<file path="config.mk">
export PLATFORM = sky130hd
export DESIGN_NAME = hex_mem_arbiter
export DESIGN_NICKNAME = d
export VERILOG_FILES = /design/src/rtl/hex_mem_arbiter.sv
export SDC_FILE = /design/constraint.sdc
export NUM_CORES = 1
export LEC_CHECK = 0
export CAP_MARGIN = 20
export CORE_MARGIN = 8
export CORE_UTILIZATION = 23
export CTS_CLUSTER_SIZE = 30
export DETAILED_ROUTE_END_ITERATION = 8
export PLACE_DENSITY_LB_ADDON = 0.1
export SYNTH_ARGS = -nofsm -noshare
export SYNTH_HDL_FRONTEND = slang
export SYNTH_SLANG_ARGS = --single-unit
</file>
<file path="constraint.sdc">
create_clock -name i_clk -period 1.7 [get_ports i_clk]
set_clock_uncertainty 0.15 [all_clocks]
set_input_delay 0.17 -clock i_clk [delete_from_list [all_inputs] [get_ports i_clk]]
set_output_delay 0.17 -clock i_clk [all_outputs]
set_load 0.005 [all_outputs]
</file>
<file path="src/rtl/hex_mem_arbiter.sv">
// hex_mem_arbiter: shares one single-ported data memory between NUM_PORTS
// requesters. The grant is combinational (round-robin or fixed priority).
// Each read or write response comes back exactly one cycle after its grant,
// and it is routed to the port that issued it.
module hex_mem_arbiter #(
   parameter int NUM_PORTS      = 2,
   parameter int ADDR_WIDTH     = 18,
   parameter int DATA_WIDTH     = 32,
   parameter int FIXED_PRIORITY = 0
) (
   input  logic                            i_clk,
   input  logic                            i_rst,
   input  logic [NUM_PORTS-1:0]            i_req_valid,
   input  logic [NUM_PORTS-1:0]            i_req_we,
   input  logic [NUM_PORTS*ADDR_WIDTH-1:0] i_req_addr,
   input  logic [NUM_PORTS*DATA_WIDTH-1:0] i_req_data,
   output logic [NUM_PORTS-1:0]            o_req_ready,
   output logic [NUM_PORTS-1:0]            o_rsp_valid,
   output logic [DATA_WIDTH-1:0]           o_rsp_data,
   output logic                            o_mem_valid,
   output logic                            o_mem_we,
   output logic [ADDR_WIDTH-1:0]           o_mem_addr,
   output logic [DATA_WIDTH-1:0]           o_mem_data,
   input  logic [DATA_WIDTH-1:0]           i_mem_data
);

   localparam int PTR_W = (NUM_PORTS > 1) ? $clog2(NUM_PORTS) : 1;
   localparam logic [PTR_W-1:0] LAST_PORT = PTR_W'(NUM_PORTS - 1);

   logic [PTR_W-1:0]      ptr_r;
   logic [PTR_W-1:0]      base_s;
   logic [PTR_W-1:0]      gidx_s;
   logic                  found_s;
   logic [NUM_PORTS-1:0]  grant_s;
   logic                  tag_valid_r;
   logic                  tag_we_r;
   logic [PTR_W-1:0]      tag_port_r;
   logic [ADDR_WIDTH-1:0] addr_a_s [NUM_PORTS];
   logic [DATA_WIDTH-1:0] data_a_s [NUM_PORTS];

   // Port index reached after stepping k places from base, wrapping at NUM_PORTS.
   function automatic logic [PTR_W-1:0] scan_idx(input logic [PTR_W-1:0] base, input int k);
      int s;
      s = int'(base) + k;
      if (s >= NUM_PORTS) begin
         s = s - NUM_PORTS;
      end else begin
         s = s;
      end
      return PTR_W'(s);
   endfunction

   for (genvar p = 0; p < NUM_PORTS; p++) begin : g_unpack
      assign addr_a_s[p] = i_req_addr[p*ADDR_WIDTH +: ADDR_WIDTH];
      assign data_a_s[p] = i_req_data[p*DATA_WIDTH +: DATA_WIDTH];
   end

   // Fixed priority always scans from port 0; round-robin scans from the pointer.
   assign base_s = (FIXED_PRIORITY != 0) ? '0 : ptr_r;

   // Find the first requesting port in scan order; nothing wins while in reset.
   always_comb begin
      found_s = 1'b0;
      gidx_s  = '0;
      for (int k = 0; k < NUM_PORTS; k++) begin
         if (!i_rst && !found_s && i_req_valid[scan_idx(base_s, k)]) begin
            found_s = 1'b1;
            gidx_s  = scan_idx(base_s, k);
         end else begin
            found_s = found_s;
            gidx_s  = gidx_s;
         end
      end
   end

   // One-hot grant decode.
   always_comb begin
      grant_s = '0;
      if (found_s) begin
         grant_s[gidx_s] = 1'b1;
      end else begin
         grant_s = '0;
      end
   end

   // Route the granted port's request to memory. The request fields are zero when idle.
   always_comb begin
      o_mem_we   = 1'b0;
      o_mem_addr = '0;
      o_mem_data = '0;
      if (found_s) begin
         o_mem_we   = i_req_we[gidx_s];
         o_mem_addr = addr_a_s[gidx_s];
         o_mem_data = data_a_s[gidx_s];
      end else begin
         o_mem_we   = 1'b0;
         o_mem_addr = '0;
         o_mem_data = '0;
      end
   end

   assign o_req_ready = grant_s;
   assign o_mem_valid = |(i_req_valid & grant_s);

   // Round-robin pointer moves to the port after the winner. It holds when there is no grant.
   always_ff @(posedge i_clk) begin
      if (i_rst) begin
         ptr_r <= '0;
      end else if ((FIXED_PRIORITY == 0) && found_s) begin
         ptr_r <= (gidx_s == LAST_PORT) ? '0 : gidx_s + 1'b1;
      end else begin
         ptr_r <= ptr_r;
      end
   end

   // Response tag: records which port was granted, and whether it wrote, for the next cycle.
   always_ff @(posedge i_clk) begin
      if (i_rst) begin
         tag_valid_r <= 1'b0;
         tag_we_r    <= 1'b0;
         tag_port_r  <= '0;
      end else begin
         tag_valid_r <= found_s;
         tag_we_r    <= found_s & o_mem_we;
         tag_port_r  <= gidx_s;
      end
   end

   // Response strobe to the tagged port. It is suppressed while reset is held, so an in-flight response is dropped.
   always_comb begin
      o_rsp_valid = '0;
      if (tag_valid_r && !i_rst) begin
         o_rsp_valid[tag_port_r] = 1'b1;
      end else begin
         o_rsp_valid = '0;
      end
   end

   // Read data passes straight from memory. Write acknowledges carry zero.
   always_comb begin
      if (tag_valid_r && !tag_we_r && !i_rst) begin
         o_rsp_data = i_mem_data;
      end else begin
         o_rsp_data = '0;
      end
   end

endmodule

</file>
==> impl_metrics.env <==
export IMPL_status="complete, but fails checks"
export IMPL_violations="negative setup slack"
export IMPL_vdd_drop_max_v=0.000251
export IMPL_critPathBufInv=4
export IMPL_clkPwrFrac_pct=15.5
export IMPL_hp_start="i_req_valid[0]"
export IMPL_syn_to_final_growth_pct=197
export IMPL_nNetsFinal=558
export IMPL_die_width_um=90.6
export IMPL_die_height_um=90.6
export IMPL_start_util_pct=23.6
export IMPL_die_area_um2=8210
export IMPL_drive_gt1_share_pct=37.1
export IMPL_clock_latency_ps=210
export IMPL_cp_end_kind="primary output"
export IMPL_grt_util_all_layers_pct=20.9
export IMPL_grt_use_met3_pct=7.15
export IMPL_max_clock_path_buffers=2
export IMPL_wire_per_inst_um=20.3
export IMPL_post_dp_hpwl_um=7210
export IMPL_dr_pass1_iters=5
export IMPL_critPathRequiredTime_ps=1380
export IMPL_whs_ps=283
export IMPL_seq_area_frac_synth_pct=6.25
export IMPL_antenna_found_initial=0
export IMPL_p_leak_nw=1.70
export IMPL_syn_cell_area_um2=1280
export IMPL_combPwrFrac_pct=76.3
export IMPL_worstSetupStartpoint="base_s"
export IMPL_cts_buffers=3
export IMPL_coreArea_um2=5440
export IMPL_criticalPathCategory="flop to primary output"
export IMPL_wl_um=9950
export IMPL_avgSynthCellArea_um2=7.08
export IMPL_yosys_warnings=0
export IMPL_grt_max_degree=38
export IMPL_synthCells=181
export IMPL_finalCoreUtilization_pct=70.0
export IMPL_ys_ff_latch=4
export IMPL_drcViolationCount=0
export IMPL_io_pins=226
export IMPL_critPathLaunchType="flop"
export IMPL_use_met2_pct=38.9
export IMPL_grt_pass1_wl_um=14000
export IMPL_cp_max_fo=8
export IMPL_arrival_ps=1540
export IMPL_worstMarginPinSlew_ps=376
export IMPL_period_needed_ps=1860
export IMPL_yosysUniqueCellTypes=15
export IMPL_worstHoldPathType="input pin to flop"
export IMPL_powerDensity_nw_per_um2=338
export IMPL_path_delay_family="buffers and inverters"
export IMPL_htreeDepth=1
export IMPL_hold_viol=0
export IMPL_insertedDiodeCount=0
export IMPL_antenna_left=0
export IMPL_cts_tree="yes"
export IMPL_cp_slowest_cell="dfxtp_4"
export IMPL_grt_util_met1_pct=22.1
export IMPL_drt_iter0_drc=37
export IMPL_p_seq_share_pct=8.2
export IMPL_cts_sinks=4
export IMPL_root_buffer="clkbuf_8"
export IMPL_fin_ws_ps=-162
export IMPL_switching_share_pct=31.8
export IMPL_rsz0062_at_grt="yes"
export IMPL_vias_per_cell=5.00
export IMPL_min_period_over_period_pct=110
export IMPL_routed_via_count=2452
export IMPL_overflow=0
export IMPL_syn_nets=319
export IMPL_r2r_start="base_s"
export IMPL_relSlewSlack_pct=74.9
export IMPL_slew_viol_final=0
export IMPL_slowest_delay_ps=340
export IMPL_post_place_ws_ps=-520
export IMPL_p_int_mw=0.877
export IMPL_grt_pass1_vias=2356
export IMPL_setup_violations=53
export IMPL_port_buffers=225
export IMPL_path_cells="nand2b_4 -> buf_6 -> buf_4 -> buf_16 -> a32oi_1 -> nor2_1 -> buf_2"
export IMPL_top_usage_layer="met2"
export IMPL_max_cap_violations=0
export IMPL_p_switching_mw=0.409
export IMPL_rows=27
export IMPL_routabilityCongestion=0.776
export IMPL_fmax_mhz=537
export IMPL_clk_pin_slew_ps=30
power groups by stage:
stage,Combinational (mW),Clock (mW),Sequential (mW)
2_1_floorplan,0.292,0,0.105
3_3_place_gp,0.833,0,0.105
3_5_place_dp,0.839,0,0.106
4_1_cts,0.884,0.203,0.105
5_1_grt,1.05,0.215,0.106
6_report,0.981,0.199,0.105
through the flow:
| stage | std cells | total power, mW | cell area [um^2] | setup TNS [ps] |
|---|---|---|---|---|
| detailed placement | 462 | 0.945 | 3480 | -25860 |
| CTS | 481 | 1.19 | 3590 | -3310 |
| finish | 490 | 1.29 | 3800 | -4230 |
| global placement | 462 | 0.939 | 3480 | -23620 |
| global route | 490 | 1.37 | 3800 | -7740 |
| floorplan | 181 | 0.397 | 1280 | 0 |
cell usage after synthesis (all sizes together):
cell type  count  area, um^2
and2b          1        7.51
dfxtp          4        80.1
and2          32         200
buf           17         160
nor2          60         228
a21boi         1        18.8
a32oi         51         447
inv            1        3.75
nand2          1        3.75
bufbuf         5        93.8
a21oi          1        5.00
clkbuf         4        15.0
nand2b         3        18.8
flip-flops by register name, summed over array words and instances (netlist names):
signal / cells
tag_we_r: 1
base_s: 1
tag_valid_r: 1
tag_port_r: 1
layout by cell type, fill, tap and decap left out, types with 3 or more instances in the layout:
cell               n
buf_12             8
a32oi_1           25
and2_1            31
clkdlybuf4s50_1  135
a32oi_2           26
clkbuf_8           3
buf_6             10
buf_2             59
buf_16             5
buf_4              7
clkdlybuf4s15_1    5
nor2_1            58
clkbuf_16          4
clkbuf_2          23
area by class of cell:
type | count | area, um^2
Timing Repair Buffer | 260 | 2420
Tap cell | 72 | 90.1
Clock buffer | 3 | 41.3
Sequential cell | 4 | 85.1
Inverter | 1 | 3.75
Fill cell | 459 | 1630
Multi-Input combinational cell | 150 | 1160
per-layer routing:
layer	vias up	share of wire, %	wire (um)
met5	-	0	0
met4	0	1.3	131
met3	8	11	1050
met2	153	51	5120
met1	1132	37	3660
li1	1159	-	-
final timing paths:
check | slack (ps) | depth (start not counted) | to
worst min register to register | 350 | 2 | base_s
worst min-delay path | 280 | 3 | tag_valid_r
worst max register to register | 250 | 7 | base_s
worst max-delay path | -160 | 7 | o_mem_data[11]
worst reg2reg max path, delay by kind of cell (launching register included):
kind / cells / cell delay (ps)
compound gates: 1 / 100
buf+inv: 5 / 620
flops: 1 / 340
simple gates: 1 / 160
cells by family (layout without fill, tap and decap cells):
group           count (synthesis)  count (layout)  synth area share (%)
simple gates                   97              97                  35.7
buf+inv                        27             264                  21.3
flops                           4               4                  6.25
compound gates                 53              53                  36.7
timing repair:
item / 4_1_cts / 5_1_grt
endpoints found under the setup margin: 85 / 78
pin swaps: 34 / 23
gates resized for setup: 252 / 115
buffers inserted: 10 / 6
hold buffers: 0 / 0
gates cloned: 6 / 5
(Power assumes the default switching activity.)
